File: src/rtl/uart_tx_engine_pkg.sv
// Shared definitions for the UART transmit engine: one-hot states, parity
// method codes, default FIFO depth and the per-frame configuration snapshot.
package uart_tx_engine_pkg;

    localparam int DEFAULT_FIFO_DEPTH = 128;

    localparam logic PARITY_EVEN = 1'b0;
    localparam logic PARITY_ODD  = 1'b1;

    typedef enum logic [4:0] {
        ST_IDLE   = 5'b00001,
        ST_START  = 5'b00010,
        ST_DATA   = 5'b00100,
        ST_PARITY = 5'b01000,
        ST_STOP   = 5'b10000
    } tx_state_e;

    // Frame settings frozen when a byte enters the shift register
    typedef struct packed {
        logic par_en;
        logic par_bit;
        logic msb_first;
    } frame_cfg_t;

    function automatic logic parity_of(input logic [7:0] b, input logic method);
        return (^b) ^ (method == PARITY_ODD);
    endfunction

endpackage

File: src/rtl/tx_byte_fifo.sv
// Byte FIFO for the UART transmitter. DEPTH must be a power of two; pointers
// carry one extra wrap bit so full and empty are distinguishable.
module tx_byte_fifo #(
    parameter int DEPTH = 128
) (
    input  logic       clk,
    input  logic       rst,
    input  logic       wr_en,
    input  logic [7:0] wr_data,
    input  logic       rd_en,
    output logic [7:0] rd_data,
    output logic       full,
    output logic       empty
);

    localparam int AW = $clog2(DEPTH);
    localparam logic [AW:0] PTR_ONE = 1;

    logic [7:0]  mem [DEPTH];
    logic [AW:0] wr_ptr;
    logic [AW:0] rd_ptr;

    always_ff @(posedge clk) begin
        if (rst) begin
            wr_ptr <= '0;
            rd_ptr <= '0;
        end else begin
            if (wr_en) wr_ptr <= wr_ptr + PTR_ONE;
            if (rd_en) rd_ptr <= rd_ptr + PTR_ONE;
        end
    end

    always_ff @(posedge clk) begin
        if (wr_en) mem[wr_ptr[AW-1:0]] <= wr_data;
    end

    assign rd_data = mem[rd_ptr[AW-1:0]];
    assign empty   = (wr_ptr == rd_ptr);
    assign full    = (wr_ptr[AW] != rd_ptr[AW]) && (wr_ptr[AW-1:0] == rd_ptr[AW-1:0]);

endmodule

File: src/rtl/uart_tx_engine.sv
// UART transmit engine: byte FIFO -> holding register -> framed serial output.
// Define UART_TX_FRAME_COUNT_EN to add the 16-bit sent_count_o frame counter.
module uart_tx_engine
    import uart_tx_engine_pkg::*;
#(
    parameter int FIFO_DEPTH = DEFAULT_FIFO_DEPTH
) (
    input  logic       clk,
    input  logic       rst,
    input  logic [7:0] data_i,
    input  logic       n_we_i,
    output logic       p_full_o,
    output logic       p_empty_o,
    input  logic       BaudSig_i,
    input  logic       p_ParityEnable_i,
    input  logic       ParityMethod_i,
    input  logic       p_BigEnd_i,
    output logic       Tx_o,
    output logic       p_busy_o,
    output logic [4:0] State_o
`ifdef UART_TX_FRAME_COUNT_EN
    ,
    output logic [15:0] sent_count_o
`endif
);

    logic       fifo_we, fifo_re, fifo_full, fifo_empty;
    logic [7:0] fifo_rd_data;
    logic       hold_valid;
    logic [7:0] hold_data;
    logic       load;
    tx_state_e  state_q;
    logic [7:0] shift_q;
    logic [3:0] bit_cnt;
    frame_cfg_t cfg_q;
    logic       next_bit;
    logic [7:0] shift_nxt;

    // Full is a registered flag, so a write while full is dropped even if a pop frees a slot
    assign fifo_we = !n_we_i && !fifo_full;
    assign fifo_re = !hold_valid && !fifo_empty;

    tx_byte_fifo #(.DEPTH(FIFO_DEPTH)) u_fifo (
        .clk     (clk),
        .rst     (rst),
        .wr_en   (fifo_we),
        .wr_data (data_i),
        .rd_en   (fifo_re),
        .rd_data (fifo_rd_data),
        .full    (fifo_full),
        .empty   (fifo_empty)
    );

    assign load = BaudSig_i && hold_valid && (state_q == ST_IDLE || state_q == ST_STOP);

    always_ff @(posedge clk) begin
        if (rst) begin
            hold_valid <= 1'b0;
            hold_data  <= '0;
        end else if (load) begin
            hold_valid <= 1'b0;
        end else if (fifo_re) begin
            hold_valid <= 1'b1;
            hold_data  <= fifo_rd_data;
        end
    end

    assign next_bit  = cfg_q.msb_first ? shift_q[7] : shift_q[0];
    assign shift_nxt = cfg_q.msb_first ? {shift_q[6:0], 1'b0} : {1'b0, shift_q[7:1]};

    // Tx_o is updated on the same edge as the state, so it reflects the new state next cycle
    always_ff @(posedge clk) begin
        if (rst) begin
            state_q <= ST_IDLE;
            Tx_o    <= 1'b1;
            shift_q <= '0;
            bit_cnt <= '0;
            cfg_q   <= '0;
        end else if (BaudSig_i) begin
            unique case (state_q)
                ST_IDLE, ST_STOP: begin
                    if (hold_valid) begin
                        state_q <= ST_START;
                        Tx_o    <= 1'b0;
                        shift_q <= hold_data;
                        cfg_q   <= '{par_en:    p_ParityEnable_i,
                                     par_bit:   parity_of(hold_data, ParityMethod_i),
                                     msb_first: p_BigEnd_i};
                    end else begin
                        state_q <= ST_IDLE;
                        Tx_o    <= 1'b1;
                    end
                end
                ST_START: begin
                    state_q <= ST_DATA;
                    Tx_o    <= next_bit;
                    shift_q <= shift_nxt;
                    bit_cnt <= '0;
                end
                ST_DATA: begin
                    if (bit_cnt == 4'd7) begin
                        state_q <= cfg_q.par_en ? ST_PARITY : ST_STOP;
                        Tx_o    <= cfg_q.par_en ? cfg_q.par_bit : 1'b1;
                    end else begin
                        Tx_o    <= next_bit;
                        shift_q <= shift_nxt;
                        bit_cnt <= bit_cnt + 4'd1;
                    end
                end
                ST_PARITY: begin
                    state_q <= ST_STOP;
                    Tx_o    <= 1'b1;
                end
                default: begin
                    state_q <= ST_IDLE;
                    Tx_o    <= 1'b1;
                end
            endcase
        end
    end

`ifdef UART_TX_FRAME_COUNT_EN
    always_ff @(posedge clk) begin
        if (rst)                                  sent_count_o <= '0;
        else if (BaudSig_i && state_q == ST_STOP) sent_count_o <= sent_count_o + 16'd1;
    end
`endif

    assign State_o   = state_q;
    assign p_busy_o  = (state_q != ST_IDLE);
    assign p_full_o  = fifo_full;
    assign p_empty_o = fifo_empty;

endmodule

File: config.mk
export PLATFORM = sky130hd
export DESIGN_NAME = uart_tx_engine
export DESIGN_NICKNAME = d
export VERILOG_FILES = /design/src/rtl/uart_tx_engine_pkg.sv /design/src/rtl/tx_byte_fifo.sv /design/src/rtl/uart_tx_engine.sv
export SDC_FILE = /design/constraint.sdc
export NUM_CORES = 1
export LEC_CHECK = 0
export ABC_AREA = 1
export CAP_MARGIN = 5
export CELL_PAD_IN_SITES_DETAIL_PLACEMENT = 0
export CELL_PAD_IN_SITES_GLOBAL_PLACEMENT = 1
export CORE_UTILIZATION = 51
export DETAILED_ROUTE_END_ITERATION = 7
export PLACE_DENSITY_LB_ADDON = 0.1
export SETUP_SLACK_MARGIN = 0.05
export SYNTH_ARGS = -nofsm -noshare
export SYNTH_HDL_FRONTEND = slang
export SYNTH_SLANG_ARGS = --single-unit
File: constraint.sdc
create_clock -name clk -period 3.39 [get_ports clk]
set_clock_uncertainty 0.15 [all_clocks]
set_input_delay 0.678 -clock clk [delete_from_list [all_inputs] [get_ports clk]]
set_output_delay 0.678 -clock clk [all_outputs]
set_load 0.01 [all_outputs]
==> results.md <==
- Number of nets in the layout: 3999
- Setup Viol. Count Final: 0
- Gr usage total: 27.5%
- # H-tree levels: 3
- Max Slew Vio Count: 0
- Mapped Area: 44000 um^2
- Starting Density: 51.6%
- WL final: 119000 um
- Vias in the first global route: 28700
- Hold Slack: 91.1 ps
- Core Region: 85300 um^2
- Delay of the slowest critical-path stage: 390 ps
- Period utilization: 93.0%
- Synth top cells by count: nand2_1 (1488), edfxtp_1 (1024), nand3_1 (641)
- GR Overflow Total: 0
- Placed Cells: 5013
- Max Cap Violations: 0
- Die X: 296 um
- Setup repair after global routing missed its margin: no
- Slew at the pin with the worst max-slew slack: 847 ps
- Critical path cell sequence: xor2_1 -> nor2_1 -> nand2_1 -> nor3_4 -> buf_4 -> nand2_4 -> inv_1 -> dlygate4sd2_1
- Layout area overhead: 13.0%
- Fill cell count: 7022
- Full die area: 87500 um^2
- Cell Count, Final, Fillers Out: 5218
- Initial DRC Count: 2894
- Max_slew headroom: 43.6%
- Global-route wire length before repair: 177000 um
- Area fraction of the dominant cell type after synthesis: 69.8%
- CTS tree: done
- Post-synth top area cell: edfxtp_1
- Share of cells above drive strength 1: 8.59%
- Via count: 29400
- Critical-path top delay cell: dfxtp_4
- Final Cell Area: 49800 um^2
- N_diodes: 0
- CP startpoint kind: register
- Yosys cell types: 36
- Root Driver: clkbuf_16
- Reg area: 31700 um^2
- Die H: 296 um
- Placed cell area: 46200 um^2
- Cell count after synthesis: 3920
- Buf/Inv on CP: 3
- Pwr/cell area: 674 nW/um^2
- Hold Crit Class: input pin to register
- CP required: 2560 ps
- PortBufs: 23
- Mapped Nets: 3938
- Cell with the most instances after synthesis: nand2_1
- Fmax achieved: 0.317 GHz
- CTS Sinks: 1070
- Met3 Routed Length: 8770 um
- Num ports: 24
- Wire per inst: 22.8 um
- Synth top area cells: edfxtp_1 (70%), nand2_1 (13%), nand3_1 (7.3%)
- Peak VDD IR: 0.000523 V
- Synth async-reset ratio: 0%
- Multi-input gate area: 11000 um^2
- Cell Rows: 107
- CP Capture Type: primary output
- Initial antenna violation count: 0
- Post-DP HPWL: 70600 um
- Min cycle time layout: 3150 ps
- Crit path max-delay family: buffers and inverters
- Worst skew pair latency: 700 ps
- Count of yosys warnings during synthesis: 0
- Crit Path Class: register to primary output
- Longest Clk Path Bufs: 3
- Synth Flop Type: edfxtp_1
- Data arrival, critical path: 2320 ps
- Largest net degree at the start of global routing: 149
- Critical path peak fanout: 5
- R2r setup slk: 370 ps
- DRT Pass-1 Iters: 5
- Post-synthesis sequential area ratio: 71.9%
- Inserted Clock Buffers: 108
- Residual DRC: 0
- WL met2: 56900 um
- Uppermost layer routed: met4
- Syn Area/Cell: 11.2 um^2
- Number of synthesized register bits: 1070
- Global placer's final weighted congestion: 0.894
- Metal1 wirelength: 50200 um
- Vias per cell: 5.63
- CTS clk-pin slew, worst paths: 60 ps
- Post-DRT Antenna Nets: 0
- Status: finished, final reports clean
- Post-route setup TNS: 0 ps
- Leak: 0.0183 uW
- EDFF count, synth: 1024
- Final Hold Viols: 0
- # hold bufs at CTS: 0
-- flip-flops by register name, indices dropped and copies added, names as in the netlist --
signal / cells
bit_cnt: 4
hold_valid: 1
shift_q: 8
cfg_q: 3
Tx_o: 1
u_fifo.wr_ptr: 8
u_fifo.mem: 1024
State_o: 5
hold_data: 8
u_fifo.rd_ptr: 8
-- cell families after synthesis --
group / after synthesis / share of synthesized area (%)
adders and majority gates: 3 / 0.0853
and+or+nand+nor: 2332 / 22.2
DFF: 1070 / 71.9
AOI/OAI and AO/OA: 207 / 2.40
xor gates and xnor gates: 17 / 0.338
buffers and inverters: 291 / 3.07
-- layout by cell type (no fill, tap or decap), types with 4 or more instances in the layout --
master,Yosys,routed
clkdlybuf4s50_1,0,13
nand3_4,4,4
clkbuf_16,0,110
nand2_2,3,4
a31oi_1,5,5
clkinv_2,0,13
xnor2_1,7,7
xor2_1,10,10
nand4_1,5,5
buf_4,3,133
clkbuf_1,55,25
edfxtp_1,1024,1024
nor3_1,8,8
inv_2,5,5
nand2_1,1488,1487
o21ai_0,40,40
inv_1,55,51
dfxtp_1,46,39
nand3_1,641,641
nor2_1,169,168
clkinv_1,1,30
bufinv_16,0,12
buf_12,0,32
a21oi_1,157,157
dfxtp_2,0,4
-- per-stage QoR --
step	setup slack [ps]	power [uW]	utilization [%]
5_1_grt	125	35000	58.4
3_5_place_dp	153	21800	54.1
6_report	237	33500	58.4
3_3_place_gp	239	21800	54.1
4_1_cts	58.1	33700	58.3
2_1_floorplan	994	19400	-
-- area by class of cell --
cell class | instances | area share, %
multi-input cells | 2559 | 22.2
well taps | 1144 | 2.88
clock inverters | 65 | 1.39
repair buffers | 180 | 3.60
inverters | 62 | 0.513
clock buffers | 138 | 5.80
flip-flops and latches | 1070 | 63.7
-- path summary, 6_finish.rpt --
path | start | endpoint | cells after the start
max | u_fifo.rd_ptr[0] | p_full_o | 8
min | data_i[4] | u_fifo.mem[2][4] | 1
min reg2reg | shift_q[6] | shift_q[6] | 2
max reg2reg | u_fifo.wr_ptr[3] | u_fifo.mem[53][2] | 10
-- power by group --
group	internal, uW	total [uW]	switching [uW]	leakage, uW
clock network	6940	11900	4980	0.00173
registers	14600	14700	108	0.00959
logic	1930	6920	4990	0.00694
total	23400	33500	10100	0.0183
-- routing by layer --
layer  track usage (%)  vias to the layer above
li1                  -                    13700
met5                 0                        -
met4              8.80                        0
met1              38.2                    14400
met3              3.88                      186
met2              44.9                     1151
-- repair_timing --
action / 4_1_cts / 5_1_grt
endpoints found under the setup margin: 2 / 1
resized for setup: 8 / 1
pin swaps: 0 / 2
setup buffers: 0 / 2
No activity file was read; power rests on OpenSTA's default activity.
